File: config.mk
export PLATFORM = sky130hd
export DESIGN_NAME = piso_bit_feeder
export DESIGN_NICKNAME = d
export VERILOG_FILES = /design/src/rtl/piso_bit_feeder.sv
export SDC_FILE = /design/constraint.sdc
export NUM_CORES = 1
export LEC_CHECK = 0
export CAP_MARGIN = 10
export CORE_MARGIN = 2
export CORE_UTILIZATION = 44
export DETAILED_ROUTE_END_ITERATION = 12
export MAX_ROUTING_LAYER = met4
export PLACE_DENSITY = 0.73
export SLEW_MARGIN = 40
export SYNTH_ARGS = -nofsm -noshare
export SYNTH_HDL_FRONTEND = slang
export SYNTH_SLANG_ARGS = --single-unit
File: constraint.sdc
create_clock -name clk -period 1.3 [get_ports clk]
set_clock_uncertainty 0.05 [all_clocks]
set_input_delay 0.26 -clock clk [delete_from_list [all_inputs] [get_ports clk]]
set_output_delay 0.26 -clock clk [all_outputs]
set_load 0.05 [all_outputs]
File: src/rtl/piso_bit_feeder.sv
// Parallel-in, serial-out bit feeder: accepts words over valid/ready and emits them MSB first.
// Optional even-parity trailer bit enabled by defining PISO_PARITY_EN.
module piso_bit_feeder #(
    parameter int   WIDTH      = 8,
    parameter int   GAP_CYCLES = 0,
    parameter logic IDLE_BIT   = 1'b0
) (
    input  logic             clk,
    input  logic             rst,
    input  logic [WIDTH-1:0] din,
    input  logic             din_valid,
    output logic             din_ready,
    output logic             x,
    output logic             x_valid,
    output logic             last_bit,
    output logic             busy
);

`ifdef PISO_PARITY_EN
    localparam int FRAME = WIDTH + 1;
`else
    localparam int FRAME = WIDTH;
`endif
    localparam int                CNT_W    = $clog2(FRAME + 1);
    localparam logic [CNT_W-1:0]  LAST_CNT = CNT_W'(FRAME - 1);
    localparam bit                HAS_GAP  = (GAP_CYCLES > 0);
    localparam logic [3:0]        GAP_LAST = HAS_GAP ? 4'(GAP_CYCLES - 1) : 4'd0;

    generate
        if (WIDTH < 2 || WIDTH > 32) begin : g_bad_width
            $error("piso_bit_feeder: WIDTH must be in 2..32");
        end
        if (GAP_CYCLES < 0 || GAP_CYCLES > 15) begin : g_bad_gap
            $error("piso_bit_feeder: GAP_CYCLES must be in 0..15");
        end
    endgenerate

    typedef enum logic [1:0] {
        ST_IDLE,
        ST_SHIFT,
        ST_GAP
    } state_e;

    state_e             state_q, state_d;
    logic [FRAME-1:0]   shreg_q, shreg_d;
    logic [CNT_W-1:0]   bit_cnt_q, bit_cnt_d;
    logic [3:0]         gap_cnt_q, gap_cnt_d;
    logic               x_q, x_d;
    logic               x_valid_q, x_valid_d;
    logic               last_bit_q, last_bit_d;
    logic               busy_q, busy_d;

    logic [FRAME-1:0]   load_word;
    logic               at_last;
    logic               handshake;

`ifdef PISO_PARITY_EN
    assign load_word = {din, ^din};
`else
    assign load_word = din;
`endif

    assign at_last   = (state_q == ST_SHIFT) && (bit_cnt_q == LAST_CNT);
    // Back-to-back acceptance is only possible when no gap has to follow the frame.
    assign din_ready = rst && ((state_q == ST_IDLE) || (at_last && !HAS_GAP));
    assign handshake = din_valid && din_ready;

    // NOTE: every variable gets a default before the case so no latch is inferred.
    always_comb begin
        state_d    = state_q;
        shreg_d    = shreg_q;
        bit_cnt_d  = bit_cnt_q;
        gap_cnt_d  = gap_cnt_q;
        busy_d     = busy_q;
        x_d        = IDLE_BIT;
        x_valid_d  = 1'b0;
        last_bit_d = 1'b0;

        case (state_q)
            ST_IDLE: begin
                busy_d = 1'b0;
            end
            ST_SHIFT: begin
                if (at_last) begin
                    if (HAS_GAP) begin
                        state_d   = ST_GAP;
                        gap_cnt_d = 4'd0;
                        busy_d    = 1'b1;
                    end else begin
                        state_d = ST_IDLE;
                        busy_d  = 1'b0;
                    end
                end else begin
                    x_d        = shreg_q[FRAME-1];
                    shreg_d    = shreg_q << 1;
                    bit_cnt_d  = bit_cnt_q + CNT_W'(1);
                    x_valid_d  = 1'b1;
                    last_bit_d = (bit_cnt_d == LAST_CNT);
                end
            end
            ST_GAP: begin
                if (gap_cnt_q == GAP_LAST) begin
                    state_d = ST_IDLE;
                    busy_d  = 1'b0;
                end else begin
                    gap_cnt_d = gap_cnt_q + 4'd1;
                end
            end
            default: begin
                state_d = ST_IDLE;
                busy_d  = 1'b0;
            end
        endcase

        // A handshake (IDLE or last-bit cycle) overrides the frame-end decision above.
        if (handshake) begin
            state_d    = ST_SHIFT;
            x_d        = load_word[FRAME-1];
            shreg_d    = load_word << 1;
            bit_cnt_d  = '0;
            x_valid_d  = 1'b1;
            last_bit_d = 1'b0;
            busy_d     = 1'b1;
        end
    end

    // NOTE: sequential state uses non-blocking assignments so all flops update together.
    always_ff @(posedge clk or negedge rst) begin
        if (!rst) begin
            state_q    <= ST_IDLE;
            shreg_q    <= '0;
            bit_cnt_q  <= '0;
            gap_cnt_q  <= '0;
            x_q        <= IDLE_BIT;
            x_valid_q  <= 1'b0;
            last_bit_q <= 1'b0;
            busy_q     <= 1'b0;
        end else begin
            state_q    <= state_d;
            shreg_q    <= shreg_d;
            bit_cnt_q  <= bit_cnt_d;
            gap_cnt_q  <= gap_cnt_d;
            x_q        <= x_d;
            x_valid_q  <= x_valid_d;
            last_bit_q <= last_bit_d;
            busy_q     <= busy_d;
        end
    end

    assign x        = x_q;
    assign x_valid  = x_valid_q;
    assign last_bit = last_bit_q;
    assign busy     = busy_q;

endmodule

==> flow_summary.ini <==
[sta]
achievable-frequency_ghz = 0.594
final.hold.worst_slack_ps = 300
tightest_slew_ps = 361
final-hold-violation-count = 0
period_minus_slack_ps = 1680
max-slew-margin-rel = 0.760
timing_max_transition_violations_final = 0
rsz_0062_raised_after_global_routing = true
setup_ws_ps = -384
final.period_utilization = 1.30
setup_viol_count_final = 14

[grt]
gr-total-overflow = 0
grtUsageMet2 = 0.322
antenna_found_initial = 0
global_route_wire_length_before_repair_um = 2990
gr-max-usage-layer = met2
global_route.usage.met1 = 0.273
gr-usage-all-layers = 0.209
grt_use_met3 = 0.0353
grt_start_max_net_pins = 17
number_of_global_route_vias_before_repair = 670

[power]
power_report.internal_total_mw = 1.70
p_sw_frac = 0.410
p_per_area_mw_per_mm2 = 2400
power.share.sequential = 0.312
maximum_ir_drop_on_the_vdd_rail_mv = 1.51
switching_power_mw = 1.18
static-leakage-power_nw = 0.549
p_total_mw = 2.88
clock_power_share = 0.111
power.combinational.fraction = 0.577

[route]
detail_route.drc_violations = 0
drt_iter0_markers = 3
num_vias = 653
avgRoutedWirePerCell_um = 14.3
drt.antenna.violating_nets = 0
routed_wl_um = 1730
drt-pass1-iter-count = 2
via_per_inst = 5.40

[layout]
n_antenna_cell = 0
area.growth.synth_to_final_pct = 53.7
drive_gt1_frac = 0.413
final_nets = 118
n_fill_cell = 128

[worst_setup_path]
regToRegSetupSlack_ps = -130
crit_required_ps = 990
cp_data_arrival_time_ps = 1370
crit_path_end_kind = primary output
timing.critical_path.fanout_max = 4
criticalPathCategory = register to primary output
cp-start-kind = register

[logic_synthesis]
synth_nets = 86
synth_seq_cells = 16
synthMostInstantiatedCell = dfrtp_1
sequential_area_share_after_synthesis = 0.513
async_reset_ff_frac = 1.00
netlist.area_leader.share = 0.513
post-synth-top-area-cell = dfrtp_1
synth.top_cells.by_count = dfrtp_1, nand2_1, mux2i_1, nand3_1, o21ai_1
ys_warn_count = 0
synthCells = 73
synth_area_um2 = 781
synth_edf_count = 0
netlist_top_cells_area = dfrtp_1, mux2i_1, nand2_1
syn-mean-instance-area_um2 = 10.7
synth_cell_type_count = 24
postSynth.topFlopCell = dfrtp_1

[clock_network]
htreeDepth = 1
cts_tree = yes
clockRootBuffer = clkbuf_4
clk-insertion-delay-late_ps = 280
max-clock-path-buffers = 2
cts-hold-fix-buffers = 0
cts.reportedPaths.clkPinSlew_ps = 90
cts-buffers-inserted = 3
clock_sinks = 16

[floorplanning]
num_io_pins = 16
fp.dieArea_mm2 = 0.00213
chipWidth_um = 46.1
placeableCoreArea_mm2 = 0.00169
rows = 15
die_h_um = 46.1
starting_density_of_the_core = 0.462

[status]
failed_checks = negative setup slack
run_status = finished, violations left

[placed_design]
post-dp-hpwl_um = 1100
port_buffers = 15
routabilityCongestion = 0.811

[flow_run]
max_cap_viols = 0

[min_path]
hp_class = input port to async pin
[worst max-delay path, stage by stage (launching register included)]
cell,delay (ps)
dfrtp_1,410
ha_4,180
nand2_4,60
o21ai_4,150
and2_4,170
buf_12,130
[cells in the final DEF, fill, tap and decap left out, types with 2 or more instances in the layout]
cell type	count
nand2_1	7
a21oi_2	2
o21ai_2	6
clkbuf_4	3
nand2_2	7
buf_6	2
dfrtp_1	16
buf_12	5
mux2i_1	6
clkdlybuf4s50_1	10
o21a_4	4
o21ai_1	5
nand3_1	6
buf_4	9
[sequential cells by signal (all words and copies together) (netlist names)]
| signal | cells |
|---|---|
| x_valid | 1 |
| last_bit | 1 |
| bit_cnt_q | 4 |
| busy | 1 |
| shreg_q | 7 |
| state_q | 1 |
| x | 1 |
[cell families (layout without fill, tap and decap cells)]
logic type,count (synthesis),in the layout,synth area share
multiplexers,6,6,0.0769
AND/OR/NAND/NOR,29,29,0.186
adder cells (fa/ha/maj),2,2,0.0320
buffers and inverters,3,31,0.0385
AO/OA/AOI/OAI,17,20,0.154
flip-flops,16,16,0.513
[power by group through the flow]
stage          Sequential, mW  Combinational [mW]  Clock (mW)
2_1_floorplan           0.987               0.691           0
3_3_place_gp            0.847                1.29           0
3_5_place_dp            0.858                1.31           0
4_1_cts                 0.874                1.54       0.332
5_1_grt                 0.919                1.78       0.352
6_report                0.901                1.66       0.320
[area by class of cell]
type / count / area [um2] / share of cell area
clock buffer: 4 / 36.3 / 0.0302
inverter: 1 / 3.75 / 0.00313
timing repair buffer: 26 / 290 / 0.242
tap: 17 / 21.3 / 0.0177
multi-input combinational: 57 / 448 / 0.373
sequential: 16 / 400 / 0.334
[stage by stage]
stage | setup WS, ps | TNS, ps | util | area, um2 | instances
after floorplan | -146 | -266 | - | 793 | 73
after global placement | -173 | -2000 | 0.621 | 1050 | 111
after detailed placement | -215 | -2550 | 0.621 | 1050 | 111
after CTS | -403 | -1380 | 0.689 | 1160 | 120
after global routing | -450 | -2120 | 0.710 | 1200 | 121
final | -384 | -1310 | 0.710 | 1200 | 121
[worst paths after layout]
check | to | cells after the start | from
setup / recovery | din_ready | 5 | bit_cnt_q[0]$_DFFE_PN0P_
hold / removal | shreg_q[4]$_DFFE_PN0P_ | 2 | rst
setup reg to reg | bit_cnt_q[2]$_DFFE_PN0P_ | 6 | bit_cnt_q[1]$_DFFE_PN0P_
hold reg to reg | shreg_q[7]$_DFFE_PN0P_ | 2 | shreg_q[6]$_DFFE_PN0P_
max in group asynchronous | bit_cnt_q[0]$_DFFE_PN0P_ | 2 | rst
min in group clk | shreg_q[7]$_DFFE_PN0P_ | 2 | shreg_q[6]$_DFFE_PN0P_
[metal layers]
metal,vias up,part of all wire
met2,11,0.49
li1,320,-
met5,-,0
met3,2,0.033
met1,320,0.47
met4,0,0.0052
[timing repair]
action	in CTS	in global routing
gates cloned	3	0
endpoints found under the setup margin	11	15
buffers inserted	2	1
pin swaps	3	1
hold endpoints to repair	0	0
gates resized for setup	9	9
Note: power is estimated with default switching activity, not from simulation.
==> RTL change 1: new RTL, config.mk and constraints unchanged <==
Change the parameter `WIDTH` from 8 to 16.
--- a/src/rtl/piso_bit_feeder.sv
+++ b/src/rtl/piso_bit_feeder.sv
@@ -2,5 +2,5 @@
 // Optional even-parity trailer bit enabled by defining PISO_PARITY_EN.
 module piso_bit_feeder #(
-    parameter int   WIDTH      = 8,
+    parameter int   WIDTH      = 16,
     parameter int   GAP_CYCLES = 0,
     parameter logic IDLE_BIT   = 1'b0
Ports: changed (resized din); port bits go from 16 to 24. The function was not compared with the original's and may differ.
==> RTL change 1 against the original RTL <==
The flow still finishes with violations (setup timing). Routed wire length up 64%. Sequential cell count increased by 9. Setup slack got worse by 0.29 ns. Critical endpoint unchanged. Largest cell class is now flip-flops and latches. Total power is 34% higher. Critical path depth rose by 1. Final area increased by 48%. Highest routed layer unchanged. Area after synthesis increased by 48%.
==> RTL change 1: results (changes against the original RTL) <==
| Metric | Value |
|---|---|
| Vias in the first global route | `978 (+46%)` |
| Post-DP HPWL | `1730 um (+58%)` |
| Post-Syn Instances | `95 (+30%)` |
| Pint | `2.46 mW (+45%)` |
| DR vias | `988 (+51%)` |
| Port bufs | `23 (+8)` |
| Final Wtd Congestion | `0.753 (-7.1%)` |
| DRT iter0 DRCs | `18 (+15)` |
| Post-route setup slack | `-0.674 ns (-0.289 ns)` |
| Synth area leaders | `dfrtp_1, a221o_1, and3_1, ha_1, nand3_1` |
| Peak supply drop | `1.43 mV (-5.4%)` |
| Largest net degree at the start of global routing | `26 (+9)` |
| Leak pwr | `0.866 nW (+58%)` |
| DR WL/cell | `16.5 um (+16%)` |
| Layout Nets | `165 (+40%)` |
| Clock-pin slew on the worst setup and hold paths | `0.13 ns (+0.04 ns)` |
| Worst Path Max Fanout | `2 (-2)` |
| Skew-Pair Late Insertion Delay | `0.32 ns (+0.04 ns)` |
| RR Startpoint | `bit_cnt_q[0]` |
| Sequential share of the synthesized area | `54.1% (+2.8 points)` |
| Top cells by count, synth | `dfrtp_1, and3_1, a221o_1, nand3_1, nand2_1` |
| Relative slew slack | `78.5% (+2.5 points)` |
| Setup violators final | `26 (+12)` |
| Placed cells | `155 (+40%)` |
| Outcome | `complete, but fails checks` |
| CP delay by family, top | `simple AND/OR/NAND/NOR gates` |
| Reg2Reg Capture Point | `last_bit` |
| Failing checks | `setup timing` |
| CP arrival | `1.66 ns (+0.29 ns)` |
| DP Worst Slack | `-0.458 ns (-0.243 ns)` |
| First-pass GRT wire length | `4580 um (+53%)` |
| Net Sw Frac | `36.5% (-4.5 points)` |
| DR pass1 iterations | `4 (+2)` |
| Synthesized Nets | `117 (+36%)` |
RTL change 1: worst min-delay path, cell delays in order:
cell and delay, ns:
clkdlybuf4s50_1 0.51, buf_4 0.13, buf_4 0.30
RTL change 1: metrics by stage:
step,hold slack (ns),power (mW),TNS (ns)
after detailed placement,0.436,2.95,-9.66
after global routing,0.420,4.08,-16.03
after floorplan,-0.0856,2.33,-9.62
final,0.415,3.87,-14.62
after global placement,0.430,2.89,-8.61
after CTS,0.425,3.61,-12.42
RTL change 1: how the worst max path moves through the flow:
stage	from	endpoint	slack [ns]	cells past startpoint
global route	bit_cnt_q[0]	din_ready	-0.73	6
detailed placement	bit_cnt_q[1]	shreg_q[13]	-0.46	6
floorplan	bit_cnt_q[1]	din_ready	-0.53	7
global placement	rst	shreg_q[7]	-0.40	5
CTS	bit_cnt_q[0]	din_ready	-0.69	6
finish	bit_cnt_q[0]	din_ready	-0.67	6
RTL change 1: power groups by stage:
stage	Clock [mW]	Sequential [mW]	Combinational, mW
after floorplan	0	1.36	0.966
after global placement	0	1.24	1.64
after detailed placement	0	1.25	1.71
after CTS	0.358	1.24	2.01
after global routing	0.387	1.28	2.42
final	0.352	1.25	2.27
RTL change 1: metal layers:
layer | share of wire (%) | up-vias | GRT usage (%)
li1 | - | 452 | -
met1 | 43 | 494 | 24.2
met2 | 50 | 32 | 30.8
met3 | 5.0 | 10 | 6.32
met4 | 2.5 | 0 | 9.41
met5 | 0 | - | -
RTL change 1: cell families (layout without fill, tap and decap cells):
kind of cell | after synthesis | in the layout | share of synthesized area, %
compound gates | 23 | 23 | 16.8
xor+xnor | 2 | 2 | 1.52
fa+ha+maj | 3 | 3 | 3.25
buf+inv | 9 | 55 | 5.84
flops | 25 | 25 | 54.1
simple gates | 33 | 34 | 18.5
RTL change 1: final cells by class:
class / count / area [sq um]
well taps: 30 / 37.5
flip-flops and latches: 25 / 626
inverters: 2 / 7.51
multi-input cells: 62 / 519
fillers: 180 / 704
clock inverters: 1 / 5.00
repair buffers: 49 / 556
clock buffers: 3 / 22.5
RTL change 1: what timing repair did:
| action | CTS | global route |
|---|---|---|
| hold endpoints to repair | 0 | 0 |
| hold buffers | 0 | 0 |
| cloned | 2 | 1 |
| setup endpoints to repair | 26 | 26 |
| pin swaps | 3 | 2 |
| setup buffers | 6 | 5 |
| resized for setup | 6 | 12 |
==> RTL change 2: new RTL, same settings <==
Made on the original files. Take the reset off `shreg_q` and load it in a clocked block of its own.
--- a/src/rtl/piso_bit_feeder.sv
+++ b/src/rtl/piso_bit_feeder.sv
@@ -129,5 +129,4 @@
         if (!rst) begin
             state_q    <= ST_IDLE;
-            shreg_q    <= '0;
             bit_cnt_q  <= '0;
             gap_cnt_q  <= '0;
@@ -138,5 +137,4 @@
         end else begin
             state_q    <= state_d;
-            shreg_q    <= shreg_d;
             bit_cnt_q  <= bit_cnt_d;
             gap_cnt_q  <= gap_cnt_d;
@@ -148,4 +146,8 @@
     end
 
+    always_ff @(posedge clk) begin
+        shreg_q <= shreg_d;
+    end
+
     assign x        = x_q;
     assign x_valid  = x_valid_q;
Formal check against the unedited RTL: no difference found for any inputs over 10 cycles, from zero or initial values and one cycle with rst low; that may be too few to reach the edited logic, so the function may still have changed.
==> RTL change 2 against the original RTL <==
Setup slack got worse by 0.048 ns. Count of clock-buffer cells in the layout did not move. Routed wire length fell by 7.6%. Critical endpoint is now shreg_q[2]. Final area rose by 0.31%. The flow still finishes with violations (setup timing). Total power rose by 6.5%. Synthesized cell count fell by 23%. Area after synthesis fell by 3.2%. Sequential cell count did not move.
==> RTL change 2: results (changes against the original RTL) <==
| Metric | Value |
|---|---|
| DRT iter0 DRCs | `9 (+6)` |
| Final Wtd Congestion | `0.719 (-11%)` |
| Post-Syn Instances | `56 (-23%)` |
| Outcome | `complete, but fails checks` |
| Layout Nets | `105 (-11%)` |
| DP Area | `1080 sq um (+3.0%)` |
| Reg2Reg Capture Point | `shreg_q[2]` |
| Met2 usage | `28.2% (-4.1 points)` |
| Setup violators final | `24 (+10)` |
| Slew @ Worst Pin | `0.198 ns (-0.163 ns)` |
| M1 WL | `717 um (-11%)` |
| GR Layer Usage met3 | `4.76% (+1.2 points)` |
| Wire length on met2 | `802 um (-6.3%)` |
| Fraction of layout cells with a size suffix above 1 | `49.5% (+8.1 points)` |
| First-pass GRT wire length | `2640 um (-12%)` |
| Via/cell ratio | `5.28 (-2.2%)` |
| DR WL/cell | `15.0 um (+4.5%)` |
| M1 GR Usage | `25.8% (-1.5 points)` |
| FFs w/ async S/R, synth | `56.3% (-44 points)` |
| Synthesized Nets | `69 (-20%)` |
| DR pass1 iterations | `4 (+2)` |
| Worst Path Max Fanout | `8 (+4)` |
| Post-route setup slack | `-0.433 ns (-0.0484 ns)` |
| Failing checks | `setup timing` |
| Leak pwr | `0.546 nW (-0.63%)` |
| Peak supply drop | `1.20 mV (-21%)` |
| Synth area leaders | `dfrtp_1, edfxtp_1, mux2_4, nand3_1, ha_1` |
| Total negative slack | `-5.13 ns (-3.81 ns)` |
| EDFF count, synth | `7 (+7)` |
| DR vias | `565 (-13%)` |
[RTL change 2: changes by cell type after synthesis, sizes merged]
cell	change
a21o	+1
a21oi	-1
a22o	+1
buf	-1
dfrtp	-7
edfxtp	+7
mux2	+6
mux2i	-6
nand2	-9
o21ai	-9
or3	+1
[RTL change 2: worst max-delay path by stage]
| stage | start | endpoint | slack (ns) | depth (start not counted) |
|---|---|---|---|---|
| after global placement | rst | shreg_q[6] | -0.44 | 4 |
| after global routing | bit_cnt_q[1] | shreg_q[7] | -0.49 | 6 |
| after detailed placement | rst | shreg_q[4] | -0.46 | 4 |
| after floorplan | bit_cnt_q[0] | shreg_q[2] | -0.35 | 5 |
| final | bit_cnt_q[1] | shreg_q[2] | -0.43 | 6 |
| after CTS | bit_cnt_q[0] | din_ready | -0.46 | 6 |
[RTL change 2: timing repair]
item | CTS | global route
endpoints found under the hold margin | 0 | 0
resized for setup | 13 | 7
setup endpoints to repair | 21 | 24
setup buffers | 4 | 3
cloned | 0 | 0
pin swaps | 4 | 4
[RTL change 2: cell type report]
| class | instances | area [sq um] |
|---|---|---|
| sequential | 16 | 435 |
| multi-input combinational | 38 | 372 |
| fill | 89 | 355 |
| timing repair buffer | 32 | 347 |
| clock buffer | 4 | 26.3 |
| tap | 16 | 20.0 |
| inverter | 1 | 3.75 |
[RTL change 2: cell families after synthesis]
family / share of synthesized area (%)
AND/OR/NAND/NOR: 17.1
adder cells (fa/ha/maj): 3.31
flip-flops: 57.6
AO/OA/AOI/OAI: 8.94
buffers and inverters: 1.16
multiplexers: 11.9
[RTL change 2: power breakdown]
group	internal, mW	switching, mW	leakage [nW]
logic	1.02	0.798	0.346
clock network	0.119	0.153	0.0150
registers	0.820	0.163	0.185
total	1.96	1.11	0.546
